**src/rtl/kv_arb_pkg.sv**
```systemverilog
`default_nettype none
// ============================================================================
// Module   : kv_arb_pkg
// Purpose  : Shared types and constants for the two-master keyvalue arbiter.
//            Arbiter state encoding, one-hot grant codes exported to the
//            logic analyzer, master-index type and a grant-code helper.
// Ports    : (package - no ports)
// Revision : 1.0 - initial release
// ============================================================================
package kv_arb_pkg;

   // Arbiter FSM states
   typedef enum logic [0:0] {
      ST_IDLE = 1'b0,
      ST_BUSY = 1'b1
   } arb_state_t;

   // Master index: 0 = management SoC bus, 1 = logic-analyzer command port
   typedef logic mst_idx_t;

   localparam mst_idx_t MST_0 = 1'b0;
   localparam mst_idx_t MST_1 = 1'b1;

   // One-hot grant codes
   localparam logic [1:0] GRANT_NONE = 2'b00;
   localparam logic [1:0] GRANT_M0   = 2'b01;
   localparam logic [1:0] GRANT_M1   = 2'b10;

   function automatic logic [1:0] grant_of(input mst_idx_t idx);
      return (idx == MST_1) ? GRANT_M1 : GRANT_M0;
   endfunction

endpackage : kv_arb_pkg
`default_nettype wire

```
**src/rtl/kv_arb_wdog.sv**
```systemverilog
`default_nettype none
// ============================================================================
// Module   : kv_arb_wdog
// Purpose  : Stall watchdog for the arbiter. Counts cycles while enabled and
//            flags expiry once the count reaches TIMEOUT.
// Ports    : clk     in  1  rising-edge clock
//            rst     in  1  synchronous active-high reset
//            en      in  1  count this cycle
//            clr     in  1  clear the count (dominates en)
//            expired out 1  count equals TIMEOUT
// Revision : 1.0 - initial release
// ============================================================================
module kv_arb_wdog
   import kv_arb_pkg::*;
#(
   parameter int TIMEOUT = 15
) (
   input  logic clk,
   input  logic rst,
   input  logic en,
   input  logic clr,
   output logic expired
);

   localparam int              CW    = $clog2(TIMEOUT + 1);
   localparam logic [CW-1:0]   LIMIT = CW'(TIMEOUT);

   logic [CW-1:0] count;

   always_ff @(posedge clk) begin
      if (rst) begin
         count <= '0;
      end else if (clr) begin
         count <= '0;
      end else if (en) begin
         count <= count + CW'(1);
      end
   end

   assign expired = (count == LIMIT);

endmodule : kv_arb_wdog
`default_nettype wire

```
**src/rtl/kv_arbiter.sv**
```systemverilog
`default_nettype none
// ============================================================================
// Module   : kv_arbiter
// Purpose  : Two-master Wishbone arbiter sharing the keyvalue store between
//            the management-SoC bus (m0) and the LA command port (m1).
//            Round-robin on ties, grant held for the whole bus cycle, stall
//            watchdog terminating hung strobes with an error pulse.
// Ports    : sys_clk, sys_rst            clock / sync active-high reset
//            m0_cyc_i/stb_i/we_i/adr_i/dat_i   master 0 request
//            m0_ack_o/err_o/dat_o              master 0 response
//            m1_*                              same set for master 1
//            s_cyc_o/stb_o/we_o/adr_o/dat_o    request to keyvalue
//            s_ack_i/dat_i                     response from keyvalue
//            grant_o                           one-hot owner, 00 when idle
// Revision : 1.0 - initial release
// ============================================================================
module kv_arbiter
   import kv_arb_pkg::*;
#(
   parameter int DW      = 32,
   parameter int AW      = 32,
   parameter int TIMEOUT = 15
) (
   input  logic          sys_clk,
   input  logic          sys_rst,
   // master 0
   input  logic          m0_cyc_i,
   input  logic          m0_stb_i,
   input  logic          m0_we_i,
   input  logic [AW-1:0] m0_adr_i,
   input  logic [DW-1:0] m0_dat_i,
   output logic          m0_ack_o,
   output logic          m0_err_o,
   output logic [DW-1:0] m0_dat_o,
   // master 1
   input  logic          m1_cyc_i,
   input  logic          m1_stb_i,
   input  logic          m1_we_i,
   input  logic [AW-1:0] m1_adr_i,
   input  logic [DW-1:0] m1_dat_i,
   output logic          m1_ack_o,
   output logic          m1_err_o,
   output logic [DW-1:0] m1_dat_o,
   // slave
   output logic          s_cyc_o,
   output logic          s_stb_o,
   output logic          s_we_o,
   output logic [AW-1:0] s_adr_o,
   output logic [DW-1:0] s_dat_o,
   input  logic          s_ack_i,
   input  logic [DW-1:0] s_dat_i,
   // status
   output logic [1:0]    grant_o
);

   arb_state_t state, state_nxt;
   mst_idx_t   owner, owner_nxt;
   mst_idx_t   last,  last_nxt;

   logic          req0, req1, other_req;
   logic          busy;
   logic          own_cyc, own_stb, own_we;
   logic [AW-1:0] own_adr;
   logic [DW-1:0] own_dat;
   logic          wd_en, wd_clr, expired;

   assign req0 = m0_cyc_i & m0_stb_i;
   assign req1 = m1_cyc_i & m1_stb_i;

   // Reset gates the outputs combinationally so nothing leaks to either side
   // while reset is held, even if the registered state is still BUSY.
   assign busy = (state == ST_BUSY) & ~sys_rst;

   assign own_cyc   = (owner == MST_1) ? m1_cyc_i : m0_cyc_i;
   assign own_stb   = (owner == MST_1) ? m1_stb_i : m0_stb_i;
   assign own_we    = (owner == MST_1) ? m1_we_i  : m0_we_i;
   assign own_adr   = (owner == MST_1) ? m1_adr_i : m0_adr_i;
   assign own_dat   = (owner == MST_1) ? m1_dat_i : m0_dat_i;
   assign other_req = (owner == MST_1) ? req0     : req1;

   // ------------------------------------------------------------------------
   // Watchdog: counts stalled strobe cycles of the current owner. Any ack,
   // strobe gap, release or expiry restarts it so a new owner starts at 0.
   // ------------------------------------------------------------------------
   assign wd_en  = busy & own_cyc & own_stb & ~s_ack_i & ~expired;
   assign wd_clr = ~busy | ~own_cyc | ~own_stb | s_ack_i | expired;

   kv_arb_wdog #(
      .TIMEOUT (TIMEOUT)
   ) u_wdog (
      .clk     (sys_clk),
      .rst     (sys_rst),
      .en      (wd_en),
      .clr     (wd_clr),
      .expired (expired)
   );

   // ------------------------------------------------------------------------
   // FSM state register
   // ------------------------------------------------------------------------
   always_ff @(posedge sys_clk) begin
      if (sys_rst) begin
         state <= ST_IDLE;
         owner <= MST_0;
         last  <= MST_1;   // m0 wins the first tie
      end else begin
         state <= state_nxt;
         owner <= owner_nxt;
         last  <= last_nxt;
      end
   end

   // ------------------------------------------------------------------------
   // FSM next-state logic
   // ------------------------------------------------------------------------
   always_comb begin
      state_nxt = state;
      owner_nxt = owner;
      last_nxt  = last;
      case (state)
         ST_IDLE: begin
            if (req0 | req1) begin
               state_nxt = ST_BUSY;
               if (req0 & req1) begin
                  owner_nxt = ~last;
               end else begin
                  owner_nxt = req1 ? MST_1 : MST_0;
               end
            end
         end
         ST_BUSY: begin
            if (expired) begin
               // Timed-out master goes to the back of the queue.
               last_nxt  = owner;
               state_nxt = ST_IDLE;
            end else if (!own_cyc) begin
               // With last = owner, the only eligible requester is the
               // other master, so handover is direct when it is waiting.
               last_nxt = owner;
               if (other_req) begin
                  owner_nxt = ~owner;
               end else begin
                  state_nxt = ST_IDLE;
               end
            end
         end
         default: begin
            state_nxt = ST_IDLE;
         end
      endcase
   end

   // ------------------------------------------------------------------------
   // Bus muxing. Each master's response depends only on registered owner
   // state and the slave response, never on the other master's inputs.
   // ------------------------------------------------------------------------
   always_comb begin
      s_cyc_o  = 1'b0;
      s_stb_o  = 1'b0;
      s_we_o   = 1'b0;
      s_adr_o  = '0;
      s_dat_o  = '0;
      m0_ack_o = 1'b0;
      m0_err_o = 1'b0;
      m0_dat_o = '0;
      m1_ack_o = 1'b0;
      m1_err_o = 1'b0;
      m1_dat_o = '0;
      grant_o  = GRANT_NONE;
      if (busy) begin
         // Expiry drops the slave request; a late ack is discarded.
         s_cyc_o = own_cyc & ~expired;
         s_stb_o = own_stb & ~expired;
         s_we_o  = own_we;
         s_adr_o = own_adr;
         s_dat_o = own_dat;
         grant_o = grant_of(owner);
         if (owner == MST_0) begin
            m0_ack_o = s_ack_i & ~expired;
            m0_err_o = expired;
            m0_dat_o = s_dat_i;
         end else begin
            m1_ack_o = s_ack_i & ~expired;
            m1_err_o = expired;
            m1_dat_o = s_dat_i;
         end
      end
   end

endmodule : kv_arbiter
`default_nettype wire

```
**config.mk**
```make
export PLATFORM = sky130hd
export DESIGN_NAME = kv_arbiter
export DESIGN_NICKNAME = d
export VERILOG_FILES = /design/src/rtl/kv_arb_pkg.sv /design/src/rtl/kv_arb_wdog.sv /design/src/rtl/kv_arbiter.sv
export SDC_FILE = /design/constraint.sdc
export NUM_CORES = 1
export LEC_CHECK = 0
export ABC_AREA = 1
export ABC_CLOCK_PERIOD_IN_PS = 1800
export CAP_MARGIN = 20
export CORE_AREA = 2 2 120 122
export DETAILED_ROUTE_END_ITERATION = 7
export DIE_AREA = 0 0 122 124
export PLACE_DENSITY_LB_ADDON = 0.25
export RECOVER_POWER = 50
export SETUP_SLACK_MARGIN = 0.4
export SYNTH_ARGS = -nofsm -noshare
export SYNTH_HDL_FRONTEND = slang
export SYNTH_SLANG_ARGS = --single-unit
```
**constraint.sdc**
```tcl
create_clock -name sys_clk -period 1.8 [get_ports sys_clk]
set_input_delay 0.36 -clock sys_clk [delete_from_list [all_inputs] [get_ports sys_clk]]
set_output_delay 0.36 -clock sys_clk [all_outputs]
set_load 0.05 [all_outputs]
```
==> impl_metrics.tcl <==
set metrics [dict create \
    status "finished, violations left" \
    violations "setup timing" \
    hold_slack_ns 0.379 \
    die_w_um 122 \
    clk_path_buf_depth 2 \
    fin_total_pwr_mw 2.65 \
    synth-seq-cells 7 \
    grt_pass1_vias 3331 \
    clock_sinks 7 \
    worstSkewPairLatency_ns 0.24 \
    diodes 0 \
    cts_buffers 3 \
    drc_errors 0 \
    drive_gt1_share_pct 59.7 \
    r2r-start "owner" \
    crit_required_ns 1.44 \
    synth_top_area_cell "a22o_1" \
    yosysSeqAreaShare_pct 9.30 \
    synth_area_leaders "a22o_1 38%, nor2_1 19%, inv_1 9.5%" \
    areaGrowthSynthToFinish_pct 423 \
    final.setup.worst_slack_ns -0.0198 \
    die_y_um 124 \
    antenna_found_initial 0 \
    setup_viol 15 \
    slew_viol_final 0 \
    path_buf_inv 4 \
    initial_core_util_pct 11.0 \
    hold_path_class "primary input to flip-flop" \
    slew_headroom_pct 84.5 \
    cap_violations 0 \
    hold_depth 2 \
    ant_nets 0 \
    synth_cells 249 \
    critPathKind "flip-flop to primary output" \
    finalCriticalPeriod_ns 1.82 \
    cellLeakagePower_nw 3.33 \
    die_area_sq_um 15100 \
    grt_util_all_layers_pct 15.9 \
    synth_nets 419 \
    hpwl_um 11300 \
    reg2reg_to "state" \
    crit_chain "nand2_4, nor2_4, buf_6, inv_6, buf_12, nor2_4, buf_12" \
    synth.avg_cell_area_sq_um 6.05 \
    first_iter_violations 98 \
    clock.fmax_mhz 550 \
    ir_drop_v 0.000585 \
    routed_wl_um 13200 \
    gp_congestion 0.839 \
    cts_tree "done" \
    multi_input_area_sq_um 2250 \
    final_nets 752 \
    hp-start "sys_rst" \
    grt_overflow_total 0 \
    rr_worst_depth 9 \
    hold_path_end "state" \
    grt_max_degree 19 \
    critPathCaptureType "primary output" \
    synth.top_cell.area_share_pct 37.8 \
    first_pass_iters 4 \
    utilization_pct 57.4 \
    crit_fanout 18 \
    setup_tns_ns -0.109 \
    cpMaxStageDelayCell "dfxtp_4" \
    pin_count 306 \
    vias 3197 \
    yosys_warnings 0 \
    placementRows 43 \
    h-tree-depth 1 \
    powerDensity_nw_per_um2 336 \
    rsz0062_at_grt "yes" \
    seq_area_sq_um 150 \
    wire_per_inst_um 17.4 \
    fin_crit_sh_pct 101 \
    skew_ns 0.00137 \
    place.port_buffers 305 \
    hold_viol 0 \
    routed_via_density 4.20 \
    crit_arrival_ns 1.46 \
    clkSlewWorstSetupHoldPaths_ns 0.04 \
    cts_hold_buffers 0 \
    rrSetupSlack_ns 0.47 \
    grt_pass1_wl_um 18700 \
    worst_pin_slew_ns 0.230 \
    syn_area_sq_um 1510 \
    cpPeakStageDelay_ns 0.38 \
    crit_family "buffers and inverters" \
    core_sq_um 13700 \
    cts_root_buf "clkbuf_16" \
    n_fill_cell 1103 \
    synthDistinctLibCells 21 \
    startpoint_type "flip-flop" \
]
[timing repair]
item                       in CTS  in global routing
gates cloned                    1                  1
gates resized for setup        49                 18
pin swaps                      13                 11
setup endpoints to repair     141                142
setup buffers                   7                  3
[metal layers]
layer | share of wire (%) | track usage, %
met5 | 0 | 0
met4 | 0.82 | 2.23
met3 | 7.7 | 3.11
met2 | 58 | 32.5
met1 | 33 | 16.9
[synthesized netlist by cell type]
library cell  number
inv_2              2
buf_4              5
buf_6              5
buf_2              8
inv_1             38
clkbuf_1           3
xor2_1             1
a21boi_2           1
nand3_1           11
o211ai_1           1
o21ai_0            1
a21oi_1            1
nor2_1            76
ha_1               1
a22o_1            65
nor2_4             2
nand4_1            1
xnor2_1            1
nand2_1           18
nand2_2            1
dfxtp_1            7
[registers in the layout, indices dropped and copies added, names as in the netlist]
register,count
owner,1
last,1
u_wdog.count,4
state,1
[kinds of logic (layout without fill, tap and decap cells)]
family / Yosys count / after routing / share of synthesized area (%)
compound gates: 69 / 69 / 39.7
xor+xnor: 2 / 2 / 1.16
fa+ha+maj: 1 / 1 / 0.830
buf+inv: 61 / 393 / 19.6
flops: 7 / 7 / 9.30
simple gates: 109 / 109 / 29.4
[area by class of cell]
| type | count | share of cell area [%] |
|---|---|---|
| timing repair buffer | 349 | 63.6 |
| multi-input combinational | 181 | 28.5 |
| tap | 180 | 2.86 |
| inverter | 40 | 2.13 |
| sequential | 7 | 1.91 |
| clock buffer | 3 | 0.953 |
| clock inverter | 1 | 0.0635 |
[metrics by stage]
stage,std cells,area (sq um),setup slack [ns]
after floorplan,249,2640,0.239
after global placement,745,7410,-0.409
after detailed placement,745,7410,-0.410
after CTS,757,7760,-0.0326
after global routing,761,7880,-0.0639
final,761,7880,-0.0198
[where the power goes]
group	leakage [nW]	total, mW	internal, mW	switching [mW]
registers	0.0593	0.180	0.166	0.0140
clock network	0.0409	0.390	0.292	0.0976
logic	3.23	2.08	1.10	0.982
[worst max path at each step]
stage,cells past startpoint,end,startpoint,slack [ns]
3_5_place_dp,9,m0_dat_o[26],sys_rst,-0.41
6_report,7,m1_dat_o[21],owner,-0.02
2_1_floorplan,6,m0_dat_o[0],state,0.24
4_1_cts,7,m1_ack_o,owner,-0.03
5_1_grt,7,m1_dat_o[21],owner,-0.06
3_3_place_gp,8,s_dat_o[20],sys_rst,-0.41
[cell usage in the layout, fill, tap and decap left out, drive strengths merged]
cell type,count
clkdlybuf4s50,163
clkbuf,4
dfxtp,7
a21boi,1
nor2,78
a22o,65
ha,1
inv,40
nand2,19
a21oi,1
nand4,1
nand3,11
buf,181
dlygate4sd2,2
xnor2,1
o21ai,1
dlymetal6s2s,2
clkinv,1
o211ai,1
xor2,1
No activity file was read; power rests on OpenSTA's default activity.
